**src/rtl/exu_longp_oitf_arb_pkg.sv**
```systemverilog
// Shared definitions for the long-pipe writeback arbiter and its OITF.
//   FLEN / RFIDX_WIDTH : result and register-index widths
//   LONGP_UNIT_*       : unit ids of the long-pipe requesters
//   reg_hit()          : one source/destination compare used by the hazard check
package exu_longp_oitf_arb_pkg;

  localparam int FLEN              = 32;
  localparam int RFIDX_WIDTH       = 5;
  localparam int LONGP_UNIT_LSU    = 0;
  localparam int LONGP_UNIT_MULDIV = 1;

  typedef logic [RFIDX_WIDTH-1:0] rfidx_t;

  // x0 is hardwired zero, so it never creates a dependency.
  function automatic logic reg_hit(input logic en, input rfidx_t src, input rfidx_t rd);
    return en & (src == rd) & (rd != '0);
  endfunction

endpackage

```
**src/rtl/exu_oitf.sv**
```systemverilog
// Outstanding-instruction FIFO for long-pipe ops.
//   push/push_*      : log a dispatched op at the write pointer
//   pop              : retire the head entry
//   full/empty       : occupancy flags (pointers carry a wrap bit)
//   wptr_idx/rptr_idx: itag of the next push / of the head
//   head_*           : fields of the head entry
//   chk_*/dep        : RAW/WAW compare of a dispatching op against registered entries
module exu_oitf
  import exu_longp_oitf_arb_pkg::*;
#(
  parameter int OITF_DEPTH = 4,
  parameter int UID_W      = 1,
  localparam int PTR_W     = $clog2(OITF_DEPTH)
) (
  input  logic                   clk,
  input  logic                   rst,
  input  logic                   push,
  input  logic [UID_W-1:0]       push_unit,
  input  logic                   push_rdwen,
  input  logic [RFIDX_WIDTH-1:0] push_rdidx,
  input  logic                   pop,
  output logic                   full,
  output logic                   empty,
  output logic [PTR_W-1:0]       wptr_idx,
  output logic [PTR_W-1:0]       rptr_idx,
  output logic [UID_W-1:0]       head_unit,
  output logic                   head_rdwen,
  output logic [RFIDX_WIDTH-1:0] head_rdidx,
  input  logic                   chk_rs1en,
  input  logic [RFIDX_WIDTH-1:0] chk_rs1idx,
  input  logic                   chk_rs2en,
  input  logic [RFIDX_WIDTH-1:0] chk_rs2idx,
  input  logic                   chk_rdwen,
  input  logic [RFIDX_WIDTH-1:0] chk_rdidx,
  output logic                   dep
);

  logic [PTR_W:0]           wptr;
  logic [PTR_W:0]           rptr;
  logic [OITF_DEPTH-1:0]    vld;
  logic [UID_W-1:0]         unit_q  [OITF_DEPTH];
  logic                     rdwen_q [OITF_DEPTH];
  logic [RFIDX_WIDTH-1:0]   rdidx_q [OITF_DEPTH];

  assign wptr_idx = wptr[PTR_W-1:0];
  assign rptr_idx = rptr[PTR_W-1:0];
  assign empty    = (wptr == rptr);
  assign full     = (wptr_idx == rptr_idx) & (wptr[PTR_W] != rptr[PTR_W]);

  // Control state: pointers and valid bits. A push never lands on the head
  // slot while it is being popped (that slot is only free when empty).
  always_ff @(posedge clk or posedge rst) begin
    if (rst) begin
      wptr <= '0;
      rptr <= '0;
      vld  <= '0;
    end else begin
      if (pop) begin
        vld[rptr_idx] <= 1'b0;
        rptr          <= rptr + (PTR_W+1)'(1);
      end
      if (push) begin
        vld[wptr_idx] <= 1'b1;
        wptr          <= wptr + (PTR_W+1)'(1);
      end
    end
  end

  // Entry payload: only meaningful while vld is set.
  always_ff @(posedge clk) begin
    if (push) begin
      unit_q[wptr_idx]  <= push_unit;
      rdwen_q[wptr_idx] <= push_rdwen;
      rdidx_q[wptr_idx] <= push_rdidx;
    end
  end

  assign head_unit  = unit_q[rptr_idx];
  assign head_rdwen = rdwen_q[rptr_idx];
  assign head_rdidx = rdidx_q[rptr_idx];

  always_comb begin
    dep = 1'b0;
    for (int i = 0; i < OITF_DEPTH; i++) begin
      if (vld[i] & rdwen_q[i]) begin
        dep = dep | reg_hit(chk_rs1en, chk_rs1idx, rdidx_q[i])
                  | reg_hit(chk_rs2en, chk_rs2idx, rdidx_q[i])
                  | reg_hit(chk_rdwen, chk_rdidx,  rdidx_q[i]);
      end
    end
  end

endmodule

```
**src/rtl/exu_longp_oitf_arb.sv**
```systemverilog
// Long-pipe writeback arbiter: logs long-pipe ops in dispatch order and only
// lets the unit owning the OITF head (with the matching itag) write back.
//   disp_*          : dispatch handshake, itag return and hazard flag
//   unit_wbck_*     : per-unit results (packed, unit i at slice i)
//   longp_wbck_o_*  : head result forwarded to the register-file writeback
//   oitf_empty      : nothing outstanding
module exu_longp_oitf_arb
  import exu_longp_oitf_arb_pkg::*;
#(
  parameter int OITF_DEPTH = 4,
  parameter int NUM_UNITS  = 2,
  localparam int PTR_W     = $clog2(OITF_DEPTH),
  localparam int UID_W     = (NUM_UNITS > 1) ? $clog2(NUM_UNITS) : 1
) (
  input  logic                       clk,
  input  logic                       rst,
  input  logic                       disp_valid,
  output logic                       disp_ready,
  input  logic [UID_W-1:0]           disp_unit,
  input  logic                       disp_rdwen,
  input  logic [RFIDX_WIDTH-1:0]     disp_rdidx,
  output logic [PTR_W-1:0]           disp_itag,
  input  logic                       disp_rs1en,
  input  logic                       disp_rs2en,
  input  logic [RFIDX_WIDTH-1:0]     disp_rs1idx,
  input  logic [RFIDX_WIDTH-1:0]     disp_rs2idx,
  output logic                       disp_dep,
  input  logic [NUM_UNITS-1:0]       unit_wbck_valid,
  output logic [NUM_UNITS-1:0]       unit_wbck_ready,
  input  logic [NUM_UNITS*FLEN-1:0]  unit_wbck_wdat,
  input  logic [NUM_UNITS*PTR_W-1:0] unit_wbck_itag,
  output logic                       longp_wbck_o_valid,
  input  logic                       longp_wbck_o_ready,
  output logic [FLEN-1:0]            longp_wbck_o_wdat,
  output logic [RFIDX_WIDTH-1:0]     longp_wbck_o_rdidx,
  output logic                       oitf_empty
);

  logic                   oitf_full;
  logic                   push;
  logic                   pop;
  logic [PTR_W-1:0]       rptr_idx;
  logic [UID_W-1:0]       head_unit;
  logic                   head_rdwen;
  logic [RFIDX_WIDTH-1:0] head_rdidx;
  logic                   sel_valid;
  logic [PTR_W-1:0]       sel_itag;
  logic [FLEN-1:0]        sel_wdat;
  logic                   match;

  // Full blocks dispatch outright; a same-cycle pop does not free a slot early.
  assign disp_ready = ~oitf_full;
  assign push       = disp_valid & disp_ready;

  exu_oitf #(
    .OITF_DEPTH (OITF_DEPTH),
    .UID_W      (UID_W)
  ) u_oitf (
    .clk        (clk),
    .rst        (rst),
    .push       (push),
    .push_unit  (disp_unit),
    .push_rdwen (disp_rdwen),
    .push_rdidx (disp_rdidx),
    .pop        (pop),
    .full       (oitf_full),
    .empty      (oitf_empty),
    .wptr_idx   (disp_itag),
    .rptr_idx   (rptr_idx),
    .head_unit  (head_unit),
    .head_rdwen (head_rdwen),
    .head_rdidx (head_rdidx),
    .chk_rs1en  (disp_rs1en),
    .chk_rs1idx (disp_rs1idx),
    .chk_rs2en  (disp_rs2en),
    .chk_rs2idx (disp_rs2idx),
    .chk_rdwen  (disp_rdwen),
    .chk_rdidx  (disp_rdidx),
    .dep        (disp_dep)
  );

  // Head-unit mux: the data path is always driven so outputs stay defined.
  always_comb begin
    sel_valid = 1'b0;
    sel_itag  = '0;
    sel_wdat  = '0;
    for (int i = 0; i < NUM_UNITS; i++) begin
      if (head_unit == UID_W'(i)) begin
        sel_valid = unit_wbck_valid[i];
        sel_itag  = unit_wbck_itag[i*PTR_W +: PTR_W];
        sel_wdat  = unit_wbck_wdat[i*FLEN +: FLEN];
      end
    end
  end

  // The itag check keeps a unit from retiring a younger op of its own early.
  assign match = ~oitf_empty & sel_valid & (sel_itag == rptr_idx);

  // Ops without a destination (stores) retire without touching exu_wbck.
  assign pop                = match & (~head_rdwen | longp_wbck_o_ready);
  assign longp_wbck_o_valid = match & head_rdwen;
  assign longp_wbck_o_wdat  = sel_wdat;
  assign longp_wbck_o_rdidx = head_rdidx;

  always_comb begin
    unit_wbck_ready = '0;
    for (int i = 0; i < NUM_UNITS; i++) begin
      unit_wbck_ready[i] = pop & (head_unit == UID_W'(i));
    end
  end

endmodule

```
**config.mk**
```make
export PLATFORM = sky130hd
export DESIGN_NAME = exu_longp_oitf_arb
export DESIGN_NICKNAME = d
export VERILOG_FILES = /design/src/rtl/exu_longp_oitf_arb_pkg.sv /design/src/rtl/exu_oitf.sv /design/src/rtl/exu_longp_oitf_arb.sv
export SDC_FILE = /design/constraint.sdc
export NUM_CORES = 1
export LEC_CHECK = 0
export BUFFER_PORTS_ARGS = -buffer_cell sky130_fd_sc_hd__buf_2
export CORE_AREA = 5 5 83 85
export DETAILED_ROUTE_END_ITERATION = 12
export DIE_AREA = 0 0 88 90
export MAX_ROUTING_LAYER = met4
export PLACE_DENSITY_LB_ADDON = 0.05
export REMOVE_ABC_BUFFERS = 1
export SLEW_MARGIN = 0
export SYNTH_ARGS = -nofsm -noshare
export SYNTH_HDL_FRONTEND = slang
export SYNTH_SLANG_ARGS = --single-unit
```
**constraint.sdc**
```tcl
create_clock -name clk -period 6.55 [get_ports clk]
set_input_delay 0.3275 -clock clk [delete_from_list [all_inputs] [get_ports clk]]
set_output_delay 0.3275 -clock clk [all_outputs]
set_load 0.03 [all_outputs]
```
Yosys cells after proc, flatten, opt, wreduce, memory -nomap -nowiden
Memories as Yosys holds them, arrays and structs flattened.
Index checks and enable logic that the tools add are counted.
Storage, ports and cells
  input port bits: 93
  register bits: 10
  word-level logic and storage cells: 104
  memories kept: 3
  output and inout port bits: 45
  RAM bits: 28
Cells by class
  $lt $le $gt $ge: 4
  mux-type cells: 15
  bitwise gates (word level): 55
  equal/unequal tests: 16
  add/sub/neg operators: 2
  reduce and logical (&&, ||, !) cells: 6
Memory list
  u_oitf.rdidx_q: depth 4, bits a word 5, rd ports 5, clocked after memory_dff 0, write ports 1, line exu_oitf.sv:43  | logic [RFIDX_WIDTH-1:0] rdidx_q [OITF_DEPTH];
  u_oitf.rdwen_q: depth 4, bits a word 1, rd ports 5, clocked after memory_dff 0, write ports 1, line exu_oitf.sv:42  | logic rdwen_q [OITF_DEPTH];
  u_oitf.unit_q: depth 4, bits a word 1, rd ports 1, clocked after memory_dff 0, write ports 1, line exu_oitf.sv:41  | logic [UID_W-1:0] unit_q [OITF_DEPTH];
Operators with widths (number)
  $eq A5 B5 Y1: 12
  $and A1 B1 Y1: 36
  $mux W32: 1
  $reduce_bool A5 Y1: 4
  $or A1 B1 Y1: 12
  $mux W1: 9
  $mux W4: 2
  $add A3 B1 Y3 const B: 2
  $lt A2 B3 Y1 const B: 2
  $and A4 B4 Y4: 1
  $demux W1 S2: 2
  $eq A2 B2 Y1: 2
  $ge A2 B1 Y1 const B: 2
  $not A1 Y1: 4
  $not A4 Y4: 1
  $or A4 B4 Y4: 1
  $eq A3 B3 Y1: 1
  $logic_and A1 B1 Y1: 2
  $mux W2: 1
  $ne A1 B1 Y1: 1

Logic depth before layout (Yosys ltp)
  depth in word-level cells: 18
  depth in mapped cells: 7
  gate-level depth less buffers: 6

Hierarchy
A second synthesis with hierarchy kept.
Unflattened totals
  cells, all modules: 241
  area, all modules: 2824.0 µm²
Modules (own cells, without submodules)
  exu_oitf: seq. area each 1091.0 µm², cells each 187, area an instance 2321.0 µm², times used 1
  exu_longp_oitf_arb: seq. area each 0.0 µm², cells each 54, area an instance 503.0 µm², times used 1

Worst setup path after synthesis
No wires, ideal clock.
  path type: reg2out
  from: register u_oitf.rptr[0]
  to: output unit_wbck_ready[0]
  data arrival time: 2.037 ns
  stages on the path, launching flop included: 6
  slack: 4.185 ns
  required time: 6.222 ns
  path buffers: 0
  cells stage by stage: dfrtp_1 -> mux4_2 -> mux2_4 -> o211a_1 -> a21bo_4 -> nor2_1
On the way
  cells in the longest elaborated chain, start to end: 6
Ends and longest elaborated chain
  start: declaration: line exu_oitf.sv:39  | logic [PTR_W:0] rptr;
  start signal: assignment: line exu_oitf.sv:60  | rptr <= rptr + (PTR_W+1)'(1);
  $mem_v2 Z4 W1 / $eq A3 B3 Y1 (equally long branches)
  $mux W2, or another cell as far along: line exu_longp_oitf_arb.sv:88  | if (head_unit == UID_W'(i)) begin
  $eq A2 B2 Y1 / $and A1 B1 Y1 (equally long branches): line exu_longp_oitf_arb.sv:97  | assign match = ~oitf_empty & sel_valid & (sel_itag == rptr_idx);
  $and A1 B1 Y1: line exu_longp_oitf_arb.sv:97
  $and A1 B1 Y1: line exu_longp_oitf_arb.sv:100  | assign pop = match & (~head_rdwen | longp_wbck_o_ready);
  $and A1 B1 Y1 *: line exu_longp_oitf_arb.sv:108  | unit_wbck_ready[i] = pop & (head_unit == UID_W'(i));
  end: declaration: line exu_longp_oitf_arb.sv:29  | output logic [NUM_UNITS-1:0] unit_wbck_ready,
Mark *: on every way between the ends. The rest lies on a longest branch, timed or not.

Worst setup path in the final report
  from: register u_oitf.rptr[0]
  to: output unit_wbck_ready[1]
Same word-level chain as after synthesis.

==> impl_summary.log <==
[metrics] setup repair after global routing missed its margin: no
[metrics] count of standard-cell rows: 29
[metrics] proportion of total power due to net switching: 0.515
[metrics] post-synthesis share of cell area spent on full adders, half adders and majority gates: 0.0344
[metrics] area enclosed by the die boundary: just under 8000 um^2
[metrics] synthesis-stage register bit count: 38
[metrics] final total negative setup slack: 0 ns
[metrics] maximum number of pins on one net before global-route repair: 35
[metrics] final HPWL from detailed placement: roughly 6.6 mm
[metrics] data arrival at the endpoint of the critical path: roughly 3 ns
[metrics] post-synthesis share of cell area spent on xor and xnor gates: 0.202
[metrics] unique cell type count in the Yosys netlist: 29
[metrics] standby leakage power: 1.86 nW
[metrics] proportion of layout cells with a drive suffix above 1: 0.348
[metrics] Starting Density: 0.474
[metrics] headroom to the max-slew limit: 0.303
[metrics] part of the cycle the worst path needs: 0.511
[metrics] H-tree depth: 2
[metrics] hold buffers post-CTS: 0
[metrics] final worst clock skew: around 0.0091 ns
[metrics] share of total power in combinational logic: 0.606
[metrics] data required time of the critical path: ~6.2 ns
[metrics] Switch Pwr: between 0.8 and 0.9 mW
[metrics] Post-Synthesis Cell Area: 2910 um^2
[metrics] Clock Latency Late Sink: 0.29 ns
[metrics] commonest cells after routing, fill and taps aside: sky130_fd_sc_hd__buf_2 (137), sky130_fd_sc_hd__nand2_1 (104), sky130_fd_sc_hd__xor2_1 (50)
[metrics] most common library cell in the layout ignoring fill and taps: sky130_fd_sc_hd__buf_2
[metrics] signed area change from the synthesized netlist to the final layout: 29.7%
[metrics] overall routing resource usage: 0.212
[metrics] first-pass iteration count of the detailed router: 4
[metrics] sequential area share after synthesis: 0.375
[metrics] number of antenna repair diodes: 0
[metrics] number of nets at the end of the flow: 548
[metrics] Synth warnings: 0
[metrics] type of the worst setup path: flip-flop to output pin
[metrics] crit-path max FO: 34
[metrics] total grt overflow: 0
[metrics] clock network power share: 0.132
[metrics] endpoint type of the worst setup path: output pin
[metrics] height of the chip: ~90 um
[metrics] total wirelength of the detailed-routed design: roughly 8.5 mm
[metrics] dominant combinational cell family by area after synthesis: simple AND/OR/NAND/NOR gates
[metrics] Total Power Consumption: roughly 1.7 mW
[metrics] Avg Inst Size Synth: 9.24 um^2
[metrics] Floorplan Core Area: between 6000 and 7000 um^2
[metrics] maximum frequency from static timing analysis: 0.298 GHz
[metrics] Chip Width: 88 um
[metrics] max-capacitance violation count: 0
[metrics] Num CTS Buffers: 5
[metrics] result of the run: complete, no violations
[metrics] Reg power frac: 0.262
[metrics] first-pass GRT wire length: approximately 13 mm
[metrics] CTS Root Cell: sky130_fd_sc_hd__clkbuf_8
[metrics] worst-case hold slack: 0.00189 ns
[metrics] total count of max-transition violations in the final report: 0
[metrics] IO Count: around 140
[metrics] clock tree from TritonCTS: done
[metrics] IR Drop Worst-Case VDD: 297 uV
[metrics] Via Count: between 2000 and 3000
[metrics] DRC marker count from the first detailed-route iteration: between 150 and 200
[metrics] cell-internal power: between 0.8 and 0.9 mW
[metrics] number of global-route vias before repair: around 2500
[metrics] via-per-instance ratio: 5.08
[metrics] Port-buffer cells: ~140
[metrics] count of unresolved DRC violations after routing: 0
[metrics] simple-gate area share of the yosys netlist: 0.227
[metrics] Worst-path clk slew: roughly 0.070 ns
[metrics] Setup Viol. Count Final: 0
[metrics] minimum clock period: 3.35 ns
[metrics] number of instances in the synthesized netlist: approximately 320
[metrics] mux share of post-synthesis cell area: 0.0925
[metrics] clk buf depth: 2
[metrics] complex-gate fraction of the synthesized area: 0.0404
[metrics] power density over the cells: 456 nW/um^2
[metrics] Critical Path Source Type: flip-flop
[metrics] slew at the pin closest to its max-slew limit: 1.04 ns
[metrics] RD Place Congestion: just under 1
[metrics] number of gates resized after cts: 0
[metrics] mean routed wirelength per cell: between 15 and 20 um
[metrics] clock sink count: 38
[metrics] Min-Delay Path Class: primary input to asynchronous set/reset pin
[metrics] initial antenna violation count: 0
[metrics] antenna violation net count after detailed routing: 0
[metrics] final hold violations: 0
[metrics] post-CTS setup buffer count: 0
through the flow:
stage,std cells,utilization,area (um^2),worst slack [ns]
after floorplan,303,-,2850,3.67
after global placement,517,0.593,3640,3.52
after detailed placement,517,0.593,3640,3.48
after CTS,525,0.615,3770,3.15
after global routing,525,0.615,3770,3.00
final,525,0.615,3770,3.20
layer usage:
layer  global-route usage  part of all wire  up-vias
li1                     -                 -     1341
met1                0.267              0.41     1188
met2                0.345              0.49      113
met3               0.0402             0.083       23
met4               0.0588             0.020        0
met5                    -                 0        -
kinds of logic (layout without fill, tap and decap cells):
kind of cell	count (synthesis)	in the layout
compound gates	14	14
xor+xnor	67	67
fa+ha+maj	8	8
buf+inv	20	153
flops	38	38
mux	17	17
simple gates	151	151
worst max-delay path, stage by stage, from the launching register on:
cell and delay, ns:
sky130_fd_sc_hd__dfrtp_1 0.80, sky130_fd_sc_hd__mux4_2 0.90, sky130_fd_sc_hd__mux2_4 0.40, sky130_fd_sc_hd__o211a_1 0.14, sky130_fd_sc_hd__a21bo_4 0.22, sky130_fd_sc_hd__nor2_1 0.05
sky130_fd_sc_hd__buf_2 0.22
sequential cells by signal, indices dropped and copies added, names as in the netlist:
signal	flops
u_oitf.rdidx_q	20
u_oitf.rdwen_q	4
u_oitf.rptr	3
u_oitf.unit_q	4
u_oitf.vld	4
u_oitf.wptr	3
area by class of cell:
type                       count  area [um^2]
clock buffer                   7          108
clock inverter                 1         30.0
fill                         562         2360
inverter                       8         30.0
multi-input combinational    257         1730
sequential                    38         1090
tap                           77         96.3
timing repair buffer         137          686
power by group through the flow:
stage	registers (mW)	clock network (mW)	logic (mW)
final	0.451	0.227	1.04
after global routing	0.465	0.240	1.12
after CTS	0.451	0.230	1.05
after detailed placement	0.456	0	1.05
after global placement	0.454	0	1.04
after floorplan	0.430	0	0.751
path summary, 6_finish.rpt:
check / start / to / slack [ns] / cells past startpoint
min in group clk: disp_unit / u_oitf.unit_q[3]$_DFFE_PP_ / 0.26 / 1
worst min-delay path: rst / u_oitf.wptr[1]$_DFFE_PP0P_ / 0.002 / 2
worst min register to register: u_oitf.wptr[2]$_DFFE_PP0P_ / u_oitf.wptr[2]$_DFFE_PP0P_ / 0.49 / 1
worst max-delay path: u_oitf.rptr[0]$_DFFE_PP0P_ / unit_wbck_ready[1] / 3.20 / 6
worst max register to register: u_oitf.rptr[0]$_DFFE_PP0P_ / u_oitf.rptr[1]$_DFFE_PP0P_ / 3.66 / 5
max in group asynchronous: rst / u_oitf.vld[1]$_DFF_PP0_ / 6.28 / 2
synth_stat cells (all sizes together):
library cell | number | share of area
nand4 | 1 | 0.0022
nand2 | 104 | 0.13
mux2 | 3 | 0.014
nor2 | 3 | 0.0039
a21bo | 1 | 0.0056
or4 | 4 | 0.010
mux4 | 7 | 0.054
nand3 | 18 | 0.031
ha | 8 | 0.034
inv | 8 | 0.010
mux2i | 7 | 0.024
nor4 | 12 | 0.026
dfrtp | 10 | 0.086
buf | 6 | 0.011
and3 | 4 | 0.0086
o2111ai | 6 | 0.018
xnor2 | 17 | 0.051
xor2 | 50 | 0.15
and2 | 1 | 0.0022
a21o | 1 | 0.0026
clkbuf | 6 | 0.0077
o211a | 1 | 0.0034
nand2b | 4 | 0.0086
o21ai | 4 | 0.0069
o2111a | 1 | 0.0039
edfxtp | 28 | 0.29
Note: power is estimated with default switching activity, not from simulation.
